[src/rtl/bus_pkg.sv]
// Shared data-bus request/response types for bus responders on the core's
// data bus. addr is a word address; mask selects byte lanes on writes.
package bus;

  typedef struct packed {
    logic        en;
    logic        we;
    logic [29:0] addr;
    logic [31:0] data;
    logic [3:0]  mask;
  } m2s_s;

  typedef struct packed {
    logic [31:0] data;
    logic        valid;
    logic        stall;
    logic        err;
  } s2m_s;

endpackage

[src/rtl/jpu_pkg.sv]
// Core-level constants and helpers shared by peripherals: timer register
// offsets, the timer CTRL layout and the byte-lane write merge.
package jpu;

  localparam logic [3:0] TMR_MTIME_LO    = 4'd0;
  localparam logic [3:0] TMR_MTIME_HI    = 4'd1;
  localparam logic [3:0] TMR_MTIMECMP_LO = 4'd2;
  localparam logic [3:0] TMR_MTIMECMP_HI = 4'd3;
  localparam logic [3:0] TMR_CTRL        = 4'd4;
  localparam logic [3:0] TMR_STATUS      = 4'd5;
  localparam int         TMR_NUM_REGS    = 6;

  // Laid out exactly as the CTRL word so it can be cast to/from the bus.
  // rsvd is held at zero; prescale bits above the configured width are too.
  typedef struct packed {
    logic [23:0] prescale;
    logic [5:0]  rsvd;
    logic        irq_en;
    logic        run;
  } tmr_ctrl_s;

  // Byte lanes with a 0 mask bit keep the old contents.
  function automatic logic [31:0] apply_byte_mask(input logic [31:0] old_word,
                                                  input logic [31:0] new_word,
                                                  input logic [3:0]  mask);
    logic [31:0] res;
    res = old_word;
    for (int i = 0; i < 4; i++) begin
      if (mask[i]) res[8*i +: 8] = new_word[8*i +: 8];
    end
    return res;
  endfunction

endpackage

[src/rtl/bus_slave_port.sv]
// Generic bus responder front end: decodes a 16-word window, flags reserved
// offsets, and registers a one-cycle response. The owning peripheral supplies
// combinational read data for the current offset and acts on req_rd/req_wr.
module bus_slave_port
  import bus::*;
#(
  parameter logic [31:0] BASE_ADDR = 32'h0200_0000,
  parameter int          NUM_REGS  = 6
) (
  input  logic        clk,
  input  logic        rst,
  input  m2s_s        bus_in,
  output s2m_s        bus_out,
  output logic        req_rd,
  output logic        req_wr,
  output logic [3:0]  req_off,
  output logic [31:0] req_wdata,
  output logic [3:0]  req_mask,
  input  logic [31:0] rdata
);

  logic sel;
  logic legal;

  assign sel   = bus_in.en & (bus_in.addr[29:4] == BASE_ADDR[31:6]);
  assign legal = ({28'd0, bus_in.addr[3:0]} < 32'(NUM_REGS));

  // Reserved offsets never reach the peripheral, so they cannot change state.
  assign req_rd    = sel & ~bus_in.we & legal;
  assign req_wr    = sel &  bus_in.we & legal;
  assign req_off   = bus_in.addr[3:0];
  assign req_wdata = bus_in.data;
  assign req_mask  = bus_in.mask;

  // One-cycle response: valid for every selected request, data only on reads.
  always_ff @(posedge clk or posedge rst) begin
    if (rst) begin
      bus_out <= '0;
    end else begin
      bus_out.valid <= sel;
      bus_out.err   <= sel & ~legal;
      bus_out.stall <= 1'b0;
      bus_out.data  <= req_rd ? rdata : 32'd0;
    end
  end

endmodule

[src/rtl/bus_timer.sv]
// Memory-mapped machine timer: 64-bit free-running mtime with prescaler,
// 64-bit mtimecmp, registered level interrupt and sticky match flag.
// MTIME_HI reads a shadow captured by the preceding MTIME_LO read, so a
// LO-then-HI pair is always a consistent 64-bit sample.
`ifndef TIMER_BASE_ADDR
`define TIMER_BASE_ADDR 32'h0200_0000
`endif

module bus_timer
  import bus::*, jpu::*;
#(
  parameter logic [31:0] BASE_ADDR  = `TIMER_BASE_ADDR,
  parameter int          PRESCALE_W = 8
) (
  input  logic clk,
  input  logic rst,
  input  m2s_s bus_in,
  output s2m_s bus_out,
  output logic timer_irq
);

  localparam logic [31:0] CTRL_WMASK =
    (((32'd1 << PRESCALE_W) - 32'd1) << 8) | 32'd3;

  logic                  req_rd;
  logic                  req_wr;
  logic [3:0]            req_off;
  logic [31:0]           req_wdata;
  logic [3:0]            req_mask;
  logic [31:0]           rdata;

  logic [63:0]           mtime_q;
  logic [63:0]           mtime_d;
  logic [63:0]           mtimecmp_q;
  logic [63:0]           mtimecmp_d;
  logic [31:0]           shadow_q;
  tmr_ctrl_s             ctrl_q;
  tmr_ctrl_s             ctrl_d;
  logic [PRESCALE_W-1:0] psc_cnt_q;
  logic [PRESCALE_W-1:0] psc_cnt_d;
  logic                  sticky_q;
  logic                  sticky_d;
  logic                  irq_q;

  logic wr_mtime_lo;
  logic wr_mtime_hi;
  logic wr_cmp_lo;
  logic wr_cmp_hi;
  logic wr_ctrl;
  logic wr_status;
  logic rd_mtime_lo;
  logic tick;
  logic cmp_ge;
  logic sticky_clr;

  bus_slave_port #(
    .BASE_ADDR (BASE_ADDR),
    .NUM_REGS  (TMR_NUM_REGS)
  ) u_port (
    .clk       (clk),
    .rst       (rst),
    .bus_in    (bus_in),
    .bus_out   (bus_out),
    .req_rd    (req_rd),
    .req_wr    (req_wr),
    .req_off   (req_off),
    .req_wdata (req_wdata),
    .req_mask  (req_mask),
    .rdata     (rdata)
  );

  assign wr_mtime_lo = req_wr & (req_off == TMR_MTIME_LO);
  assign wr_mtime_hi = req_wr & (req_off == TMR_MTIME_HI);
  assign wr_cmp_lo   = req_wr & (req_off == TMR_MTIMECMP_LO);
  assign wr_cmp_hi   = req_wr & (req_off == TMR_MTIMECMP_HI);
  assign wr_ctrl     = req_wr & (req_off == TMR_CTRL);
  assign wr_status   = req_wr & (req_off == TMR_STATUS);
  assign rd_mtime_lo = req_rd & (req_off == TMR_MTIME_LO);

  // A CTRL write restarts the prescale period, so it also swallows this
  // cycle's tick; otherwise the counter wraps at the programmed reload.
  assign tick       = ctrl_q.run & ~wr_ctrl &
                      (psc_cnt_q == ctrl_q.prescale[PRESCALE_W-1:0]);
  assign cmp_ge     = (mtime_q >= mtimecmp_q);
  assign sticky_clr = wr_status & req_mask[0] & req_wdata[1];
  assign timer_irq  = irq_q;

  // Read mux reflects register contents before this edge's updates.
  always_comb begin
    rdata = 32'd0;
    case (req_off)
      TMR_MTIME_LO:    rdata = mtime_q[31:0];
      TMR_MTIME_HI:    rdata = shadow_q;
      TMR_MTIMECMP_LO: rdata = mtimecmp_q[31:0];
      TMR_MTIMECMP_HI: rdata = mtimecmp_q[63:32];
      TMR_CTRL:        rdata = ctrl_q;
      TMR_STATUS:      rdata = {30'd0, sticky_q, irq_q};
      default:         rdata = 32'd0;
    endcase
  end

  // Next-state for counter, compare, control and status; a bus write to
  // either mtime word takes priority over the tick and blocks the carry.
  always_comb begin
    mtime_d    = mtime_q;
    mtimecmp_d = mtimecmp_q;
    ctrl_d     = ctrl_q;
    psc_cnt_d  = psc_cnt_q;

    if (wr_mtime_lo) begin
      mtime_d[31:0] = apply_byte_mask(mtime_q[31:0], req_wdata, req_mask);
    end else if (wr_mtime_hi) begin
      mtime_d[63:32] = apply_byte_mask(mtime_q[63:32], req_wdata, req_mask);
    end else if (tick) begin
      mtime_d = mtime_q + 64'd1;
    end

    if (wr_cmp_lo) begin
      mtimecmp_d[31:0] = apply_byte_mask(mtimecmp_q[31:0], req_wdata, req_mask);
    end
    if (wr_cmp_hi) begin
      mtimecmp_d[63:32] = apply_byte_mask(mtimecmp_q[63:32], req_wdata, req_mask);
    end

    if (wr_ctrl) begin
      ctrl_d    = tmr_ctrl_s'(apply_byte_mask(ctrl_q, req_wdata, req_mask) & CTRL_WMASK);
      psc_cnt_d = '0;
    end else if (ctrl_q.run) begin
      psc_cnt_d = tick ? '0 : psc_cnt_q + PRESCALE_W'(1);
    end

    // A true compare outranks a same-cycle clear.
    sticky_d = cmp_ge | (sticky_q & ~sticky_clr);
  end

  // Timer state registers.
  always_ff @(posedge clk or posedge rst) begin
    if (rst) begin
      mtime_q    <= 64'd0;
      mtimecmp_q <= 64'hFFFF_FFFF_FFFF_FFFF;
      ctrl_q     <= '0;
      psc_cnt_q  <= '0;
      sticky_q   <= 1'b0;
      irq_q      <= 1'b0;
    end else begin
      mtime_q    <= mtime_d;
      mtimecmp_q <= mtimecmp_d;
      ctrl_q     <= ctrl_d;
      psc_cnt_q  <= psc_cnt_d;
      sticky_q   <= sticky_d;
      irq_q      <= ctrl_q.irq_en & cmp_ge;
    end
  end

  // High-word shadow, refreshed only by a low-word read.
  always_ff @(posedge clk or posedge rst) begin
    if (rst) begin
      shadow_q <= 32'd0;
    end else if (rd_mtime_lo) begin
      shadow_q <= mtime_q[63:32];
    end
  end

endmodule
[config.mk]
export PLATFORM = sky130hd
export DESIGN_NAME = bus_timer
export DESIGN_NICKNAME = d
export VERILOG_FILES = /design/src/rtl/bus_pkg.sv /design/src/rtl/jpu_pkg.sv /design/src/rtl/bus_slave_port.sv /design/src/rtl/bus_timer.sv
export SDC_FILE = /design/constraint.sdc
export NUM_CORES = 1
export LEC_CHECK = 0
export CORE_MARGIN = 2
export CORE_UTILIZATION = 25
export CTS_BUF_LIST = sky130_fd_sc_hd__clkbuf_16
export DETAILED_ROUTE_END_ITERATION = 8
export PLACE_DENSITY = 0.43
export SETUP_SLACK_MARGIN = 0.3
export SYNTH_ARGS = -nofsm -noshare
export SYNTH_HDL_FRONTEND = slang
export SYNTH_HIERARCHICAL = 1
export SYNTH_SLANG_ARGS = --single-unit
[constraint.sdc]
create_clock -name clk -period 7.2 [get_ports clk]
set_input_delay 2.16 -clock clk [delete_from_list [all_inputs] [get_ports clk]]
set_output_delay 2.16 -clock clk [all_outputs]
set_load 0.03 [all_outputs]
==> impl_results.md, run 1 <==
* Share of cells above drive strength 1 at 14.6%
* Syn avg cell area at slightly above 9 um2
* Routed Antenna Nets at 0
* Pwr dens at between 150 and 200 mW/mm2
* Chip height at 235 um
* Initial antenna violation count at 1
* Worst path slowest cell: and2_1
* Most used DFF post-synth: dfrtp_1
* Worst slew margin at 29.5%
* Cell area after synthesis at 0.0134 mm2
* Vias per cell at approximately 5.3
* Ordered cell list for the critical path: clkdlybuf4s50_1 -> a21oi_1 -> nand4b_1 -> nor3_2 -> buf_4 -> and2_1 -> nand2_1 -> nand2_1 -> o21ai_0 -> a22o_1
* CTS Buffer Depth at 3
* Fin. Hold Viols at 0
* Reg2reg start: mtime_q[27]
* Floorplan row count at 84
* WHS Path Cells at 2
* CTS Hold Bufs at 0
* Hold crit path type: reg -> reg
* Synth warnings at 6
* First-pass GRT wire length at between 70000 and 80000 um
* Via count at about 12000
* Dpl hpwl at around 36000 um
* Slowest cell delay on critical path at roughly 0.7 ns
* Worst Setup Start Kind: input port
* Max Slew Vio Count at 0
* Clk slew on worst S/H paths at 0.06 ns
* Worst slew pin tran at 1.06 ns
* Layout fillers at between 5000 and 6000
* DR pass1 iterations at 6
* Final WL at between 40000 and 50000 um
* Syn-to-layout area delta at 16.6%
* Core Footprint at between 0.05 and 0.06 mm2
* VDD IR max at approximately 0.18 mV
* Finished Layout Cells at approximately 2200
* Critical path class: in -> reg
* CTS Buf Count at 28
* Post-CTS Setup Bufs at 0
* Clk sinks at around 210
* WL per Instance at 22.3 um
* Worst-path maximum fanout at 21
* CTS root buffer: clkbuf_16
* Period utilization at about three quarters
* GPL Wtd Cong at around 0.86
* Layout Nets at roughly 1600
* Flip-flop and latch area at roughly 0.0054 mm2
* Core Util, Final at between 20 and 30%
* Top Family by Delay on Critical Path: simple AND/OR/NAND/NOR gates
* R2R setup slack at around 4.0 ns
* Total track usage at roughly 17%
* RSZ-0062 raised after global routing: no
* Area of the multi-input gates at 0.00696 mm2
* Die ar. at ~0.055 mm2
* Post-synthesis sequential area ratio at between 40% and 50%
* Minimum clock period at roughly 5.5 ns
* Status: finished clean
* Initial Utilization at roughly 25%
* DP Cell Count at roughly 2100
* Final setup violation count at 0
* Clk_skew at 0.0138 ns
* Worst path arrival time at slightly below 6 ns
* Async S/R FF share, synth at 100%
* Pleak at between 6 and 7 nW
* Worst EP required at between 7 and 8 ns
* Worst setup EP type: flop
* DRC Markers at 0
* Worst path buffer plus inverter count at 2
* R2R depth at 6
* Post-synth EDFFs at 0
* Gates resized, CTS repair at 0
* Design Power at around 2.7 mW
* Ports at 106
* Worst r2r dst: mtime_q[55]
* Clock latency on the worst-skew pair at around 0.57 ns
* Hold Path End: shadow_q[19]
* Syn Inst Count at ~1500
* Seq cells post-synth at roughly 210
* Fin Setup TNS at 0 ns
* MaxCap Viol Count at 0
* 1st-iter DRT viols at between 1000 and 1500
* Critical path's most frequent cell: nand2_1
* Fmax at roughly 180 MHz
* Hold wc startpoint: shadow_q[19]
* Unique cell type count in the Yosys netlist at 78
* TritonCTS clock tree: built
* Vias in the first global route at ~11000
* Largest net degree at the start of global routing at 120
* Post-synth net total at ~1600
* Fin Hold WS at 0.504 ns
* H-tree Lvls at 1
* Die W at ~240 um
* Global route overflow at 0
* Buffers added on ports at 104
==> per-stage QoR <==
step                cell area, um2  setup slack (ns)
floorplan                    13400              2.69
global placement             14800              1.36
detailed placement           14800              1.25
CTS                          15600              1.83
global route                 15600              1.53
finish                       15600              1.74
==> worst max-delay path by stage <==
stage               start           to  cells past startpoint
4_1_cts        bus_in[38]  mtime_q[42]                     10
6_report       bus_in[38]  mtime_q[42]                     10
3_5_place_dp   bus_in[38]  mtime_q[42]                     10
5_1_grt        bus_in[38]  mtime_q[42]                     10
2_1_floorplan  bus_in[61]  mtime_q[26]                     11
3_3_place_gp   bus_in[38]  mtime_q[18]                     10
==> layout by cell type (no fill, tap or decap), types with 10 or more instances in the layout <==
master and n:
nand2_1 199, buf_4 17, dfrtp_1 150, dfstp_2 64
o32ai_1 11, a21oi_1 99, and4_1 14, xor2_1 10
nand3_1 46, nor4_1 17, o21ai_0 124, nand4_1 34
a22oi_1 14, clkdlybuf4s50_1 104, nand3b_1 32, clkbuf_16 29
a222oi_1 30, mux2_2 41, ha_1 66, and3_1 24
o22ai_1 10, nor2_1 60, o22a_1 12, nor3_1 16
a31oi_1 17, inv_1 85, nor4_2 26
==> layer usage <==
| metal | vias to the layer above | GRT usage (%) | wire [um] |
|---|---|---|---|
| li1 | 5381 | - | - |
| met1 | 5775 | 24.6 | 22800 |
| met2 | 363 | 27.2 | 21900 |
| met3 | 69 | 3.13 | 2910 |
| met4 | 2 | 5.10 | 1360 |
| met5 | - | 0 | 13 |
==> where the power goes <==
| part | internal [mW] | switching [mW] |
|---|---|---|
| Clock | 0.756 | 0.560 |
| Sequential | 1.21 | 0.00000000748 |
| Combinational | 0.0551 | 0.101 |
| Total | 2.02 | 0.662 |
==> tightest hold or removal path, stage by stage, from the launching register on <==
cell,delay (ns)
dfrtp_1,0.35
nand2_1,0.05
o21ai_0,0.07
==> cell usage after synthesis (5+ instances only) <==
master | instances | area [um2]
ha_1 | 66 | 826
clkbuf_1 | 69 | 259
dfrtp_1 | 150 | 3750
o22ai_1 | 10 | 62.6
o31ai_1 | 7 | 52.6
nor4_2 | 27 | 338
o22a_1 | 12 | 105
dfstp_2 | 64 | 1680
and4_1 | 14 | 123
a211oi_1 | 7 | 52.6
a222oi_1 | 30 | 300
and3_1 | 24 | 150
nand2_1 | 201 | 754
nand3b_1 | 32 | 240
nand3_1 | 46 | 230
nor4_1 | 17 | 106
nor2_1 | 61 | 229
inv_1 | 79 | 297
a31oi_1 | 17 | 106
and2_1 | 9 | 56.3
buf_2 | 23 | 115
mux2_2 | 41 | 462
a22oi_1 | 14 | 105
nand2b_1 | 7 | 43.8
buf_4 | 45 | 338
nor3_1 | 17 | 85.1
o32ai_1 | 11 | 96.3
a21oi_1 | 99 | 495
nand4_1 | 34 | 213
o21ai_0 | 124 | 621
or3_1 | 5 | 31.3
a21o_1 | 5 | 37.5
xor2_1 | 10 | 87.6
nor4_4 | 8 | 170
==> flip-flops by register name, indices dropped and copies added, names as in the netlist <==
| signal | cells |
|---|---|
| ctrl_q | 10 |
| timer_irq | 1 |
| mtimecmp_q | 64 |
| sticky_q | 1 |
| u_port/bus_out | 34 |
| shadow_q | 32 |
| mtime_q | 64 |
| psc_cnt_q | 8 |
==> kinds of logic (layout without fill, tap and decap cells) <==
kind of cell,Yosys count,in the layout,share of synthesized area (%)
compound gates,381,381,18.1
simple gates,528,528,22.8
buf+inv,221,254,7.86
flops,214,214,40.6
xor+xnor,13,13,0.850
fa+ha+maj,66,66,6.17
mux,43,43,3.60
other cells,1,2,0.0280
==> final cells by class <==
class | instances | share of cell area [%]
Timing Repair Buffer | 123 | 7.74
Sequential cell | 214 | 34.8
Multi-Input combinational cell | 1032 | 44.6
Antenna cell | 1 | 0.0160
Tap cell | 688 | 5.51
Inverter | 79 | 1.92
Clock buffer | 29 | 4.65
Clock inverter | 23 | 0.801
No activity file was read; power rests on OpenSTA's default activity.
==> run 2, diff against run 1 <==
- clock period: 7.2 -> 4.7 ns (I/O delays scaled with it)
==> impl_results.md, run 2 (synthesis results as in run 1) <==
* DRC Markers at 0
* Clk sinks at approximately 210
* Final setup violation count at 0
* Chip height at between 200 and 250 um
* Final WL at 49300 um
* Area of the multi-input gates at between 0.006 and 0.007 mm2
* Slowest cell delay on critical path at between 0.4 and 0.5 ns
* Fin worst setup slack at between 0.9 and 1 ns
* Worst Setup Start Kind: input port
* Worst EP required at ~5.2 ns
* CTS Buf Count at 27
* Critical path's most frequent cell: buf_4
* DP Cell Count at roughly 2200
* Max Slew Vio Count at 0
* Biggest regs: mtime_q x64, mtimecmp_q x64, u_port/bus_out x34
* Core Footprint at between 0.05 and 0.06 mm2
* Status: finished clean
* Syn-to-layout area delta at 17.3%
* Worst slew pin tran at ~1.3 ns
* Worst path buffer plus inverter count at 4
* Fin Hold WS at ~0.48 ns
* Via count at around 12000
* Share of cells above drive strength 1 at between 10% and 20%
* Routed Antenna Nets at 0
* Dpl hpwl at roughly 36000 um
* Worst setup EP type: flop
* Initial Utilization at 25.4%
* VDD IR max at 0.259 mV
* Die W at about 240 um
* Clock latency on the worst-skew pair at roughly 0.57 ns
* H-tree Lvls at 1
* Ports at about 110
* Flip-flop and latch area at 0.00544 mm2
* Layout fillers at 5540
* First-pass GRT wire length at 75400 um
* MaxCap Viol Count at 0
* Vias per cell at ~5.3
* Floorplan row count at 84
* Diode count at 0
* Finished Layout Cells at 2202
* Pwr dens at ~260 mW/mm2
* Pre-CTS WS at ~0.4 ns
* Minimum clock period at approximately 3.7 ns
* Buffers added on ports at between 100 and 150
* Hold crit path type: reg -> reg
* Largest net degree at the start of global routing at roughly 140
* CTS Buffer Depth at 3
* Ordered cell list for the critical path: clkdlybuf4s50_1 -> a21oi_1 -> buf_4 -> nand4b_1 -> nor3_2 -> buf_4 -> and2_1 -> buf_4 -> nand2_1 -> a21o_1 -> a21oi_1 -> o22a_1
* DR pass1 iterations at 7
* Vias in the first global route at between 10000 and 15000
* Period utilization at 79.6%
* CTS Hold Bufs at 0
* Post-CTS Setup Bufs at 0
* Fin. Hold Viols at 0
* Worst-path maximum fanout at 19
* Critical path class: in -> reg
* Initial antenna violation count at 1
* Fin Setup TNS at 0 ns
* Fmax at 267 MHz
* WL per Instance at 22.4 um
* Clk_skew at roughly 0.018 ns
* Design Power at slightly above 4 mW
* 1st-iter DRT viols at roughly 1300
* GPL Wtd Cong at about 0.88
* Total track usage at between 15 and 20%
* Worst path slowest cell: clkdlybuf4s50_1
* Global route overflow at 0
* Pleak at ~6.8 nW
* RSZ-0062 raised after global routing: no
* Most frequent cells in the layout: 199 x nand2_1, 150 x dfrtp_1, 124 x o21ai_0
* Top Family by Delay on Critical Path: buffers and inverters
* Gates resized, CTS repair at 0
* Worst path arrival time at roughly 4.3 ns
* CTS root buffer: clkbuf_16
* Clk slew on worst S/H paths at approximately 0.06 ns
* Commonest non-fill, non-tap cell in the layout: nand2_1
* Layout Nets at ~1600
* Die ar. at 0.0554 mm2
* TritonCTS clock tree: built
* Worst slew margin at 16.3%
[run 2: cell type report]
type                    count  area share [%]
repair buffers            140            8.59
clock buffers              27            4.30
multi-input cells        1032            44.3
flip-flops and latches    214            34.6
inverters                  79            1.91
clock inverters            22           0.805
well taps                 688            5.48
[run 2: power breakdown]
part / internal, mW / switching [mW]
clock: 1.09 / 0.865
combinational: 0.0876 / 0.157
sequential: 1.85 / 0.0000000114
total: 3.02 / 1.02
[run 2: routing by layer]
layer	GRT usage, %	up-vias	routed length, um	part of all wire (%)
met5	0	-	12	0.024
met4	5.67	2	1650	3.3
met3	3.20	88	3090	6.3
met2	27.6	392	21800	44
met1	24.7	5772	22800	46
li1	-	5391	-	-
[run 2: stage by stage]
stage / instance area [um2] / utilization, %
finish: 15700 / 29.8
global placement: 14900 / 28.2
floorplan: 13400 / -
CTS: 15700 / 29.8
detailed placement: 14900 / 28.2
global route: 15700 / 29.8
[run 2: worst paths after layout]
path / from / end / slack [ns] / depth (start not counted)
worst max register to register: mtime_q[27] / mtime_q[57] / 1.39 / 6
worst min register to register: shadow_q[23] / shadow_q[23] / 0.48 / 2
worst min-delay path: shadow_q[23] / shadow_q[23] / 0.48 / 2
max in group asynchronous: rst / ctrl_q[12] / 2.62 / 3
worst max-delay path: bus_in[37] / mtime_q[6] / 0.96 / 12
min in group asynchronous: rst / u_port/bus_out[7] / 1.31 / 3
[run 2: tightest hold or removal path, stage by stage (launching register included)]
cell and delay, ns:
dfrtp_1 0.34, nand2_1 0.05, o21ai_0 0.06
==> run 3, diff against run 2 <==
- PLACE_DENSITY: 0.43 -> 0.42
- clock period: 4.7 -> 3.9 ns (I/O delays scaled with it)
==> impl_results.md, run 3 (synthesis results as in run 1) <==
* Clock latency on the worst-skew pair at between 0.5 and 0.6 ns
* 1st-iter DRT viols at a little under 1000
* GPL Wtd Cong at between 0.8 and 0.9
* Core Util, Final at 30.4%
* Clk sinks at roughly 210
* Met2 WL at between 20000 and 25000 um
* Worst slew margin at 50.2%
* Finished Layout Cells at between 2000 and 2500
* Period utilization at between 80% and 90%
* First-pass GRT wire length at 75600 um
* Hold crit path type: reg -> reg
* Initial antenna violation count at 0
* Status: finished clean
* Clk slew on worst S/H paths at roughly 0.060 ns
* CTS Buf Count at 28
* Final WL at 49700 um
* Max Used Layer: met4
* CTS Hold Bufs at 0
* Total track usage at roughly 18%
* Share of cells above drive strength 1 at 16.9%
* Die ar. at 0.0554 mm2
* Routed Antenna Nets at 0
* Critical path class: in -> reg
* Max Slew Vio Count at 0
* Fmax at around 300 MHz
* Global route overflow at 0
* Biggest regs: mtime_q x64, mtimecmp_q x64, u_port/bus_out x34
* Worst path slowest cell: clkdlybuf4s50_1
* Buffers added on ports at ~100
* Worst path arrival time at ~3.8 ns
* Slowest cell delay on critical path at roughly 0.45 ns
* DRC Markers at 0
* Worst Setup Start Kind: input port
* Largest net degree at the start of global routing at just over 100
* Fin. Hold Viols at 0
* Reg2reg start: mtime_q[1]
* H-tree Lvls at 1
* Chip height at 235 um
* R2R setup slack at 0.79 ns
* Hold wc startpoint: shadow_q[23]
* Pwr dens at between 300 and 400 mW/mm2
* MaxCap Viol Count at 0
* Most frequent cells in the layout: 199 x nand2_1, 150 x dfrtp_1, 124 x o21ai_0
* Pleak at about 7 nW
* Die W at about 240 um
* Wire length on met3 at approximately 2700 um
* Critical path's most frequent cell: buf_4
* Minimum clock period at 3.35 ns
* RSZ-0062 raised after global routing: no
* Worst-path maximum fanout at 15
* Diode count at 0
* Worst slew pin tran at 0.744 ns
* Via count at around 12000
* Vias in the first global route at roughly 12000
* Clk_skew at around 0.016 ns
* Worst path buffer plus inverter count at 3
* WHS Path Cells at 2
* WL per Instance at between 20 and 25 um
* Vias per cell at about 5.2
* Core Footprint at about 0.053 mm2
* DR pass1 iterations at 7
* VDD IR max at ~0.27 mV
* Worst r2r dst: mtime_q[58]
* Worst EP required at between 4 and 5 ns
* Hold Path End: shadow_q[23]
* CTS root buffer: clkbuf_16
* Layout Nets at around 1700
* TritonCTS clock tree: built
* Ports at about 110
* Total stage count of the critical path at 11
* DP Cell Count at about 2200
* R2R depth at 7
* Final setup violation count at 0
* Metal-1 WL at between 20000 and 25000 um
* Initial Utilization at 25.4%
* Dpl hpwl at 37000 um
* Floorplan row count at 84
* Ordered cell list for the critical path: clkdlybuf4s50_1 -> nor4b_4 -> nand4_4 -> nor3_2 -> buf_4 -> nand2_1 -> nand4_1 -> a21o_1 -> buf_4 -> a21oi_1 -> o22a_1
* Commonest non-fill, non-tap cell in the layout: nand2_1
* Worst setup EP type: flop
* Post-CTS Setup Bufs at 0
* Top Family by Delay on Critical Path: simple AND/OR/NAND/NOR gates
* CTS Buffer Depth at 3
* Syn-to-layout area delta at 19.8%
## run 3: cell types whose count changed in the layout (fill, tap and decap cells not counted), moves of 2 or more
cell	change
inv_1	+8
clkinv_2	-6
buf_12	+7
clkbuf_16	+2
buf_4	+24
## run 3: how the worst max path moves through the flow
| stage | from | end | slack, ns |
|---|---|---|---|
| 6_report | bus_in[61] | mtime_q[3] | 0.55 |
| 5_1_grt | bus_in[61] | mtime_q[21] | 0.40 |
| 4_1_cts | bus_in[37] | mtime_q[3] | 0.44 |
| 3_5_place_dp | bus_in[37] | mtime_q[3] | -0.14 |
| 3_3_place_gp | bus_in[37] | mtime_q[18] | -0.11 |
| 2_1_floorplan | bus_in[61] | mtime_q[26] | 0.38 |
## run 3: tightest hold or removal path, stage by stage, from the launching register on
cell and delay, ns:
dfrtp_1 0.34, nand2_1 0.05, o21ai_0 0.06
## run 3: layout make-up
type | count | area, um2
flip-flops and latches | 214 | 5440
well taps | 688 | 861
clock buffers | 29 | 726
fillers | 5569 | 36700
clock inverters | 22 | 88.8
inverters | 79 | 300
multi-input cells | 1032 | 6960
repair buffers | 171 | 1670
## run 3: repair_timing
action / 4_1_cts / 5_1_grt
endpoints found under the hold margin: 0 / 0
setup endpoints to repair: 0 / 14
resized for setup: 0 / 1
## run 3: stage by stage
step / worst slack, ns / power, mW / setup TNS [ns] / hold slack (ns) / instance area (um2)
final: 0.551 / 4.86 / 0 / 0.486 / 16000
after global routing: 0.395 / 5.06 / 0 / 0.513 / 16000
after CTS: 0.439 / 4.95 / 0 / 0.485 / 16000
after detailed placement: -0.142 / 2.57 / -4.11 / 0.472 / 15200
after global placement: -0.115 / 2.57 / -1.82 / 0.464 / 15200
after floorplan: 0.379 / 2.41 / 0 / 0.450 / 13400
## run 3: power by group
| part | switching, mW | internal (mW) | leakage (nW) |
|---|---|---|---|
| Sequential | 0.0000000140 | 2.22 | 2.71 |
| Combinational | 0.188 | 0.111 | 3.89 |
| Clock | 1.02 | 1.32 | 0.438 |
## run 3: metal layers
layer / GRT usage [%] / up-vias
li1: - / 5474
met3: 2.88 / 61
met2: 28.6 / 385
met1: 24.7 / 5753
met4: 4.73 / 0
met5: 0 / -
